`src/rtl/sec_timer_bank.sv`:
```
// -----------------------------------------------------------------------------
// sec_timer_bank
//
// Bank of CH independent down-counting timers sharing one internally generated
// time-base tick (CLK_HZ/TICK_HZ clock cycles per tick). Each channel supports
// load, start/resume, pause, and one-shot or periodic auto-reload. It reports
// the remaining count, a running flag, an expired level and a single-cycle
// done pulse on every expiry.
//
// Ports:
//   clock       in   1         system clock, all state changes on posedge
//   reset       in   1         asynchronous, active-low reset
//   load        in   CH        per-channel load strobe (highest priority)
//   load_value  in   CH*CNT_W  per-channel load value, ch i at [i*CNT_W +: CNT_W]
//   start       in   CH        per-channel start/resume strobe
//   stop        in   CH        per-channel pause strobe
//   periodic    in   CH        per-channel mode: 1 = auto-reload, 0 = one-shot
//   remaining   out  CH*CNT_W  current count per channel
//   running     out  CH        channel is counting
//   expired     out  CH        one-shot channel has reached 0
//   done        out  CH        one-cycle pulse on every expiry
//   tick        out  1         one-cycle time-base pulse
// -----------------------------------------------------------------------------
module sec_timer_bank #(
    parameter int CLK_HZ  = 50_000_000,
    parameter int TICK_HZ = 1,
    parameter int CH      = 4,
    parameter int CNT_W   = 9
) (
    input  logic                clock,
    input  logic                reset,
    input  logic [CH-1:0]       load,
    input  logic [CH*CNT_W-1:0] load_value,
    input  logic [CH-1:0]       start,
    input  logic [CH-1:0]       stop,
    input  logic [CH-1:0]       periodic,
    output logic [CH*CNT_W-1:0] remaining,
    output logic [CH-1:0]       running,
    output logic [CH-1:0]       expired,
    output logic [CH-1:0]       done,
    output logic                tick
);

    localparam int DIV  = CLK_HZ / TICK_HZ;
    localparam int PS_W = (DIV > 1) ? $clog2(DIV) : 1;
    localparam logic [PS_W-1:0] PS_LAST = PS_W'(DIV - 1);

    localparam logic [1:0] ST_IDLE    = 2'd0;
    localparam logic [1:0] ST_RUN     = 2'd1;
    localparam logic [1:0] ST_PAUSED  = 2'd2;
    localparam logic [1:0] ST_EXPIRED = 2'd3;

    localparam logic [CNT_W-1:0] CNT_ONE = CNT_W'(1);

    // -------------------------------------------------------------------------
    // Prescaler: free-running 0..DIV-1. tick is registered from the *next*
    // counter value so that it is high exactly while the counter sits at
    // DIV-1. With DIV=1 the counter stays at 0 and tick is high every cycle.
    // -------------------------------------------------------------------------
    logic [PS_W-1:0] ps_cnt;
    logic [PS_W-1:0] ps_nxt;

    always_comb begin
        ps_nxt = (ps_cnt == PS_LAST) ? '0 : ps_cnt + PS_W'(1);
    end

    // NOTE: state registers use non-blocking assignments so every flop samples
    // the pre-edge values regardless of statement order.
    always_ff @(posedge clock or negedge reset) begin
        if (!reset) begin
            ps_cnt <= '0;
            tick   <= 1'b0;
        end else begin
            ps_cnt <= ps_nxt;
            tick   <= (ps_nxt == PS_LAST);
        end
    end

    // -------------------------------------------------------------------------
    // Channel state
    // -------------------------------------------------------------------------
    logic [1:0]       state_q  [CH];
    logic [1:0]       state_d  [CH];
    logic [CNT_W-1:0] reload_q [CH];
    logic [CNT_W-1:0] reload_d [CH];
    logic [CNT_W-1:0] rem_q    [CH];
    logic [CNT_W-1:0] rem_d    [CH];
    logic [CH-1:0]    done_d;

    // Command priority per channel: load > stop > start > tick. A stop outside
    // RUN or a start inside RUN has no effect, so it falls through to the next
    // lower-priority command instead of swallowing the cycle.
    always_comb begin
        for (int i = 0; i < CH; i++) begin
            // NOTE: every combinational output gets a default first so no
            // path leaves it unassigned, which would infer a latch.
            state_d[i]  = state_q[i];
            reload_d[i] = reload_q[i];
            rem_d[i]    = rem_q[i];
            done_d[i]   = 1'b0;

            if (load[i]) begin
                reload_d[i] = load_value[i*CNT_W +: CNT_W];
                rem_d[i]    = load_value[i*CNT_W +: CNT_W];
                state_d[i]  = ST_IDLE;
            end else if (stop[i] && state_q[i] == ST_RUN) begin
                state_d[i] = ST_PAUSED;
            end else if (start[i] && state_q[i] != ST_RUN) begin
                case (state_q[i])
                    ST_IDLE, ST_PAUSED: begin
                        if (rem_q[i] != '0) state_d[i] = ST_RUN;
                    end
                    ST_EXPIRED: begin
                        if (reload_q[i] != '0) begin
                            rem_d[i]   = reload_q[i];
                            state_d[i] = ST_RUN;
                        end
                    end
                    default: ;
                endcase
            end else if (tick && state_q[i] == ST_RUN) begin
                if (rem_q[i] > CNT_ONE) begin
                    rem_d[i] = rem_q[i] - CNT_ONE;
                end else if (rem_q[i] == CNT_ONE) begin
                    done_d[i] = 1'b1;
                    if (periodic[i]) begin
                        rem_d[i] = reload_q[i];
                    end else begin
                        rem_d[i]   = '0;
                        state_d[i] = ST_EXPIRED;
                    end
                end
                // remaining==0 in RUN cannot be reached; it is simply held.
            end
        end
    end

    // running/expired are registered alongside the state so every output
    // comes straight from a flop.
    // NOTE: the per-channel reload registers are reset too, because a start
    // from EXPIRED reads reload and must see a defined 0 after reset.
    always_ff @(posedge clock or negedge reset) begin
        if (!reset) begin
            for (int i = 0; i < CH; i++) begin
                state_q[i]  <= ST_IDLE;
                reload_q[i] <= '0;
                rem_q[i]    <= '0;
            end
            running <= '0;
            expired <= '0;
            done    <= '0;
        end else begin
            for (int i = 0; i < CH; i++) begin
                state_q[i]  <= state_d[i];
                reload_q[i] <= reload_d[i];
                rem_q[i]    <= rem_d[i];
                running[i]  <= (state_d[i] == ST_RUN);
                expired[i]  <= (state_d[i] == ST_EXPIRED);
            end
            done <= done_d;
        end
    end

    for (genvar g = 0; g < CH; g++) begin : g_rem_out
        assign remaining[g*CNT_W +: CNT_W] = rem_q[g];
    end

endmodule

```
`config.mk`:
```
export PLATFORM = sky130hd
export DESIGN_NAME = sec_timer_bank
export DESIGN_NICKNAME = d
export VERILOG_FILES = /design/src/rtl/sec_timer_bank.sv
export SDC_FILE = /design/constraint.sdc
export NUM_CORES = 1
export LEC_CHECK = 0
export ABC_AREA = 1
export CAP_MARGIN = 20
export CORE_UTILIZATION = 50
export CTS_BUF_LIST = sky130_fd_sc_hd__clkbuf_4
export CTS_CLUSTER_SIZE = 8
export DETAILED_ROUTE_END_ITERATION = 10
export PLACE_DENSITY = 0.71
export RECOVER_POWER = 25
export SETUP_SLACK_MARGIN = 0.2
export SLEW_MARGIN = 20
export SYNTH_ARGS = -nofsm -noshare
export SYNTH_HDL_FRONTEND = slang
export SYNTH_SLANG_ARGS = --single-unit
export TNS_END_PERCENT = 5
```
`constraint.sdc`:
```
create_clock -name clock -period 2.8 [get_ports clock]
set_input_delay 0.7 -clock clock [delete_from_list [all_inputs] [get_ports clock]]
set_output_delay 0.7 -clock clock [all_outputs]
set_load 0.02 [all_outputs]
```
# ---- Word-level counts from Yosys, hierarchy flattened
# Cells that the tools add are included.
dict set report totals {
  in_bits 54
  rom_bits 0
  word_cells 209
  latchBits 0
  reg_bits 119
  mem_count 0
  mem_bits_rw 0
}
dict set report op_classes {
  magnitude_cmp 4
  bitwise_logic 0
  add_sub_neg 5
  n_reduce_logical 40
  n_eq_ne 42
  shift 0
  div_mod_pow 0
  n_mux 101
  multipliers 0
}
# operator count
set ops {}
lappend ops {{two-way mux 9 bit} 36}
lappend ops {{two-way mux 2 bit} 36}
lappend ops {{nonzero test 9 bit} 8}
lappend ops {{equality test 26 bit (second input constant)} 2}
lappend ops {{equality test 9 x 1 -> 1 bit (second input constant)} 4}
lappend ops {{> comparator 9 x 1 -> 1 bit (second input constant)} 4}
lappend ops {{subtractor 9 x 1 -> 9 bit (second input constant)} 4}
lappend ops {{adder 26 x 1 -> 26 bit (second input constant)} 1}
lappend ops {{two-way mux 26 bit} 1}
lappend ops {{equality test 2 bit (second input constant)} 12}
lappend ops {{two-way mux 1 bit} 24}
lappend ops {{inequality test 3 x 2 -> 1 bit (second input constant)} 8}
lappend ops {{AND reduction 5 bit} 4}
lappend ops {{equality test 2 x 1 -> 1 bit (second input constant)} 8}
lappend ops {{one-hot mux 2 bit (2 select lines)} 4}
lappend ops {{nonzero test 4 bit} 4}
lappend ops {{logical AND 1 bit} 12}
lappend ops {{nonzero test 3 bit} 4}
lappend ops {{zero test 2 bit} 4}
lappend ops {{inequality test 2 x 1 -> 1 bit (second input constant)} 4}
lappend ops {{inequality test 2 bit (second input constant)} 4}
lappend ops {{OR reduction 2 bit} 4}

# ---- Depth between registers and ports, before layout
dict set report depth {
  word_depth 8
  ltp_mapped 13
}

# ---- Worst setup path before layout
# Ideal clock, no wire load.
dict set report synth_timing {
  path_kind {register to register}
  start {reg rem_q (netlist bit remaining[28])}
  end {reg rem_q (netlist bit remaining[27])}
  slack_ns 1.096
  synth_period_minus_slack_ns 1.704
  arrival_ns 1.575
  required_ns 2.671
  stages_incl_launch_ff 11
  path_cell_list {dfrtp_1 inv_1 ha_1 nand2_1 nor2_1 nand2_1 nand3_1 nand2_2 nor3_4 buf_6 o21ai_0}
}
dict set report synth_via {
  elab_chain_cells 6
  word_cells_on_any_way 9
  classes_between {order compare (1); eq/ne (1); mux (5); reduce/logical (2)}
}
# element line_no
set synth_lines {}
lappend synth_lines {{start: declaration} 86} ;# logic [CNT_W-1:0] rem_q [CH];
lappend synth_lines {{start signal: indexed assignment} 156} ;# rem_q[i] <= rem_d[i];
lappend synth_lines {{> comparator 9 x 1 -> 1 bit} 122} ;# if (rem_q[i] > CNT_ONE) begin
lappend synth_lines {{two-way mux 9 bit} 122}
lappend synth_lines {{two-way mux 9 bit} 121} ;# end else if (tick && state_q[i] == ST_RUN) begin
lappend synth_lines {{two-way mux 9 bit} 108} ;# end else if (start[i] && state_q[i] != ST_RUN) begin
lappend synth_lines {{two-way mux 9 bit} 106} ;# end else if (stop[i] && state_q[i] == ST_RUN) begin
lappend synth_lines {{two-way mux 9 bit} 102} ;# if (load[i]) begin
# Parallel ways exist; a longest one is shown, timed or not. The select of a mux whose other input is x is not followed.
# A chain may end at the register's enable or synchronous reset.

# ---- Worst setup path in the final report
dict set report layout_timing {
  start {reg rem_q (netlist bit remaining[12])}
  end {out remaining[12]}
}
# element line_no
set layout_lines {}
lappend layout_lines {{end: declaration} 37} ;# output logic [CH*CNT_W-1:0] remaining,
# No word-level cell between the ends.

==> results.yml <==
clock_network:
  numCtsBuffers: 17
  clock_latency_ns: 0.54
  htree_levels: 4
  clock_tree.buffer_depth: 2
  clk_pin_slew_ns: 0.11
  cts-root-buf: "clkbuf_4"
  cts_tree: "built"
  cts.sinks: 119
power_and_ir_drop:
  intPower_uw: 3080
  seq_power_share_pct: 43.3
  power.switching_uw: 1710
  combPwrFrac_pct: 29.9
  leakage_uw: 0.00435
  swShare_pct: 35.6
  clkPwrFrac_pct: 26.7
  finalPower_uw: 4790
  pwr_density_cell_nw_per_um2: 558
  peakVddDrop_v: 0.000347
worst_setup_path:
  worst-path-buf-inv: 1
  cp.required_ns: 2.10
  worstPathMaxFanout: 6
  r2r-start: "remaining[19]$_DFFE_PN0P_"
  crit_chain: "clkdlybuf4s50_1"
  end_kind: "output pin"
  crit_end: "remaining[12]"
  cpLargestDelayFamily: "buffers and inverters"
  critPathArrivalTime_ns: 1.67
  critPathMaxStageDelay_ns: 0.65
  path_depth: 1
  r2r_cells: 11
  reg2reg_slack_ns: 0.66
  startpoint: "remaining[12]$_DFFE_PN0P_"
  slowest_stage: "clkdlybuf4s50_1"
  r2r_end: "remaining[19]$_DFFE_PN0P_"
  criticalPathCategory: "reg2out"
  crit_path_start_kind: "register"
grt:
  met1_usage_pct: 34.4
  gr-usage-met2_pct: 40.9
  track_usage_pct: 26.0
  grtUsageMet3_pct: 6.70
  grt-ovfl-total: 0
  grt_max_degree: 77
  top_usage_layer: "met2"
  antenna_found_initial: 0
  grt_pass1_wl_um: 29700
  grt_pass1_vias: 6328
place:
  io_buffers: 102
  dp_hpwl_um: 13300
  dp_cells: 1273
  pre_cts_ws_ns: 0.366
  finalWeightedCongestion: 0.891
logic_synthesis:
  syn_nets: 1065
  synth_warnings: 0
  synth.ff_latch_count: 119
  syn_area_um2: 7030
  yosysSeqAreaShare_pct: 42.4
  synthCells: 998
  syn_area_per_cell_um2: 7.04
  yosysTopAreaCell: "dfrtp_1"
  ys_top_cells_by_area: "dfrtp_1 (42%), nand2_1 (19%), nand3_1 (6.6%)"
  synth.distinct_cells: 37
  synth.top_cell.area_share_pct: 42.4
sta:
  worstMarginPinSlew_ns: 1.05
  fin_ws_ns: 0.425
  hold_viol: 0
  finalSetupTns_ns: 0
  grt_setup_unrepaired: "no"
  fin_crit_ns: 2.37
  fin_crit_sh_pct: 84.8
  finClkSkew_ns: 0.0166
  slew_headroom_pct: 30.3
  setup_viol: 0
  clock.fmax_ghz: 0.421
  drv_slew: 0
drt:
  viasPerCell: 5.07
  drt_pass1_iterations: 7
  drc: 0
  drt-initial-drc-count: 586
  wire_per_inst_um: 13.5
  routed_wl_um: 17600
  vias: 6626
  detail-route-antenna-nets: 0
die:
  chipWidth_um: 121
  dieArea_um2: 14500
  start_util_pct: 52.3
  coreArea_um2: 13500
  rows: 42
  die_y_um: 121
  num_io_pins: 103
finish:
  antenna_cells: 0
  fin_util_pct: 63.7
  final_nets: 1184
  final_cells: 1306
  layout-drive-gt1-share_pct: 6.73
  syn_to_final_growth_pct: 21.9
run:
  maxCapViolations: 0
outcome:
  outcome: "finished clean"
min_path:
  hp-class: "reg2reg"
[metrics by stage]
step                      area, um2  hold slack, ns
final                          8570           0.490
after global placement         8290           0.477
after CTS                      8590           0.447
after detailed placement       8290           0.481
after floorplan                7030           0.404
after global routing           8570           0.530
[area by class of cell]
class / count / area [um2]
clock buffer: 17 / 128
clock inverter: 15 / 160
inverter: 125 / 469
sequential: 119 / 2980
timing repair buffer: 113 / 1100
multi-input combinational: 741 / 3520
tap: 176 / 220
fill: 1273 / 4880
[logic make-up after synthesis]
| family | synth area share [%] |
|---|---|
| buf+inv | 7.56 |
| simple gates | 38.8 |
| xor+xnor | 2.99 |
| flops | 42.4 |
| fa+ha+maj | 2.31 |
| compound gates | 6.02 |
[worst min path at each step]
stage | from | to | slack (ns) | cells past startpoint
after floorplan | reset | done[0]$_DFF_PN0_ | 0.40 | 0
after global placement | reload_q[1]$_DFFE_PN0P_ | reload_q[1]$_DFFE_PN0P_ | 0.48 | 2
after detailed placement | ps_cnt[0]$_DFF_PN0_ | ps_cnt[0]$_DFF_PN0_ | 0.48 | 1
after CTS | reset | remaining[22]$_DFFE_PN0P_ | 0.45 | 2
after global routing | reset | remaining[21]$_DFFE_PN0P_ | 0.53 | 2
final | ps_cnt[0]$_DFF_PN0_ | ps_cnt[0]$_DFF_PN0_ | 0.49 | 1
[cell usage in the layout (no fill, tap or decap), types with 3 or more instances in the layout]
cell type,n
nand3_1,93
o21ai_1,7
nand2_1,351
clkinv_1,3
xor2_1,20
o21bai_1,7
ha_1,13
nand4_1,23
o211ai_1,15
clkinv_2,6
buf_4,8
inv_1,121
or2_2,3
nor2_2,14
a21oi_1,10
bufinv_16,3
nor3_1,16
o21ai_0,30
dfrtp_1,119
nand2_2,6
clkdlybuf4s50_1,100
nor2_1,112
inv_2,3
xnor2_1,4
clkbuf_4,18
nor2_4,4
[routing by layer]
metal	vias up	part of all wire, %
met3	27	5.7
met1	2971	46
met2	211	46
met5	-	0
met4	0	2.0
li1	3417	-
[Yosys cell counts]
cell type	instances
dfrtp_1	119
or2_2	3
nand4_1	23
nand2_2	6
nor2_1	112
nand3_1	93
nor3_1	16
nor2_2	14
nand3_2	2
nand3b_1	1
o211ai_1	15
buf_1	1
xnor2_1	4
clkinv_1	1
clkbuf_1	8
nor2_8	1
nor2_4	4
inv_2	3
o21ai_1	7
nor4_1	1
nor3_2	1
buf_6	1
o2111ai_1	1
ha_1	13
nand2_4	2
xor2_1	20
nor3_4	1
o31ai_1	1
o22ai_1	1
buf_2	2
o21bai_1	7
inv_1	121
o21ai_0	30
nand2b_1	1
buf_4	1
nand2_1	351
a21oi_1	10
[worst register-to-register path, stage by stage, from the launching register on]
cell and delay (ns):
dfrtp_1 0.44, inv_1 0.11, ha_1 0.18, nand3_1 0.08, nor3_1 0.18, nand4_1 0.18
nand3_1 0.13, nand2_1 0.06, nand2_1 0.28, inv_1 0.23, nand2_1 0.09, o21ai_1 0.06
[flip-flops by register name (all words and copies together) (netlist names)]
name       cells
reload_q      36
state_q        8
remaining     36
expired        4
running        4
done           4
ps_cnt        26
tick           1
[power groups by stage]
stage	sequential [uW]	clock, uW	combinational (uW)
6_report	2070	1280	1430
2_1_floorplan	2210	0	740
3_3_place_gp	2100	0	1420
3_5_place_dp	2110	0	1420
4_1_cts	2070	1320	1440
5_1_grt	2100	1400	1600
[what timing repair did]
item / in CTS / in global routing
hold endpoints to repair: 5 / 0
setup buffers: 0 / 0
hold buffers: 1 / 0
resized for setup: 0 / 0
(Power assumes the default switching activity.)
==> variant, RTL diff (same flow settings) <==
Remove the register `done`: a continuous assignment takes its place, so the output `done` follows one clock earlier. Comments in the files are not updated.
--- a/src/rtl/sec_timer_bank.sv
+++ b/src/rtl/sec_timer_bank.sv
@@ -148,7 +148,6 @@
             end
             running <= '0;
             expired <= '0;
-            done    <= '0;
         end else begin
             for (int i = 0; i < CH; i++) begin
                 state_q[i]  <= state_d[i];
@@ -157,9 +156,10 @@
                 running[i]  <= (state_d[i] == ST_RUN);
                 expired[i]  <= (state_d[i] == ST_EXPIRED);
             end
-            done <= done_d;
         end
     end
+
+    assign done = done_d;
 
     for (genvar g = 0; g < CH; g++) begin : g_rem_out
         assign remaining[g*CNT_W +: CNT_W] = rem_q[g];
Check against the original RTL: same outputs for any inputs over 4 cycles, from zero or initial values and one cycle with reset low; that may be too few to reach the edited logic, so the function may still have changed.
==> variant against the original RTL <==
Die area down 0.79%; count of clock-buffer cells in the layout up 1; power down 4.9%; sequential cell count down 4; via count up 1.4%; critical path depth up 8; routed wire length up 2.3%; synthesized area down 0.80%; worst setup slack worse by 0.24 ns; design area up 1.5%; largest cell class unchanged.
==> variant: results (changes against the original RTL) <==
- The half-perimeter wire length of the detailed placement result is 13500 um (was 13300 um).
* Number of cells after detailed placement: 1280 (was 1273)
- Post-Syn Instances: 1000 (was 998)
* Global-route wire length before repair: 29700 um (about the same)
* Critical path launch point: remaining[28] (was remaining[12])
- Most used standard cells in the synthesized netlist: 369 x sky130_fd_sc_hd__nand2_1, 121 x sky130_fd_sc_hd__inv_1, 115 x sky130_fd_sc_hd__dfrtp_1, 110 x sky130_fd_sc_hd__nor2_1, 76 x sky130_fd_sc_hd__nand3_1 (was 351 x sky130_fd_sc_hd__nand2_1, 121 x sky130_fd_sc_hd__inv_1, 119 x sky130_fd_sc_hd__dfrtp_1, 112 x sky130_fd_sc_hd__nor2_1, 93 x sky130_fd_sc_hd__nand3_1)
* Worst Clk Skew: 0.0125 ns (was 0.0166 ns)
- The met1 usage in global routing was 0.389 (was 0.344).
- Area contributors post-synth: sky130_fd_sc_hd__dfrtp_1 41%, sky130_fd_sc_hd__nand2_1 20%, sky130_fd_sc_hd__inv_1 6.5% (was sky130_fd_sc_hd__dfrtp_1 42%, sky130_fd_sc_hd__nand2_1 19%, sky130_fd_sc_hd__nand3_1 6.6%).
- The data arrival time of the critical path is 1.91 ns (was 1.67 ns).
- Outcome: finished clean (unchanged)
* Detail-routed net length per standard cell: 13.5 um (about the same)
* Met2 Resource Use GR: 0.386 (was 0.409)
* Fraction of final layout cells sized beyond drive strength 1: 0.115 (was 0.0673)
- Total nets after synthesis: 1067 (was 1065)
- Total routing usage reported by global routing: 0.265 (was 0.260)
- Slew headroom: 0.0874 (was 0.303)
- The power attributed to sequential cells is 0.00199 W (was 0.00207 W).
- The slack of the worst reg-to-reg path is 0.21 ns (was 0.66 ns).
* Worst setup path end: done[3] (was remaining[12])
- Internal portion of total power: 0.00287 W (was 0.00308 W)
* R2R Path End: expired[1] (was remaining[19])
* Number of vias per cell: 5.05 (was 5.07)
- The combinational group share of total power came to 0.309 (was 0.299).
- Switching pwr: 0.00168 W (was 0.00171 W)
* Maximum number of pins on one net before global-route repair: 55 (was 77)
- Critical path's top delay family: simple AND/OR/NAND/NOR gates (was buffers and inverters)
- The number of DRC violations after detailed-routing iteration 0 was 574 (was 586).
* Slowest cell on the critical path: sky130_fd_sc_hd__dfrtp_1 (was sky130_fd_sc_hd__clkdlybuf4s50_1)
- The routability congestion estimate was 0.903 (was 0.891).
- Vias after detailed routing: 6717 (was 6626)
- Placed standard-cell area: 8290 sq um (about the same)
- The leakage dissipation came to 4.41 nW (was 4.35 nW).
- Met3 Usage GRT: 0.0518 (was 0.0670)
- Total Nets Final: 1207 (was 1184)
- Number of cells on the worst reg-to-reg path: 14 (was 11)
variant: cell count changes in the layout (fill, tap and decap cells not counted), moves of 6 or more:
cell,change
sky130_fd_sc_hd__nand3_1,-19
sky130_fd_sc_hd__inv_2,+9
sky130_fd_sc_hd__dfrtp_1,-6
sky130_fd_sc_hd__buf_4,+24
sky130_fd_sc_hd__inv_1,-7
sky130_fd_sc_hd__o21ai_0,-11
sky130_fd_sc_hd__nor2_1,-6
sky130_fd_sc_hd__o21ai_1,+6
sky130_fd_sc_hd__nand2_1,+16
variant: final cells by class:
cell class / count / area (sq um)
multi-input cells: 745 / 3610
fillers: 1229 / 4700
inverters: 127 / 477
repair buffers: 134 / 1250
diodes: 1 / 2.50
well taps: 176 / 220
clock buffers: 18 / 135
flip-flops and latches: 115 / 2880
clock inverters: 14 / 130
variant: routing by layer:
layer | wire (um) | share of wire
met3 | 1060 | 0.059
met4 | 238 | 0.013
met1 | 8830 | 0.49
met5 | 0 | 0
met2 | 7860 | 0.44
variant: how the worst min path moves through the flow:
stage                      start            to  slack, ns  depth (start not counted)
floorplan                  reset    expired[0]       0.40                          0
global placement       ps_cnt[0]     ps_cnt[0]       0.48                          1
detailed placement  reload_q[27]  reload_q[27]       0.48                          2
CTS                        reset    state_q[0]       0.19                          1
global route           ps_cnt[0]     ps_cnt[0]       0.51                          1
finish                     reset  remaining[9]       0.44                          1
variant: timing repair:
action                                  4_1_cts  5_1_grt
resized for setup                            34        9
endpoints found under the setup margin        4       14
buffers inserted                             13        4
pin swaps                                     5        3
variant: logic make-up after synthesis:
| family | after synthesis | share of synthesized area |
|---|---|---|
| simple gates | 636 | 0.393 |
| compound gates | 69 | 0.0603 |
| xor+xnor | 27 | 0.0339 |
| flops | 115 | 0.413 |
| buf+inv | 140 | 0.0773 |
| fa+ha+maj | 13 | 0.0233 |
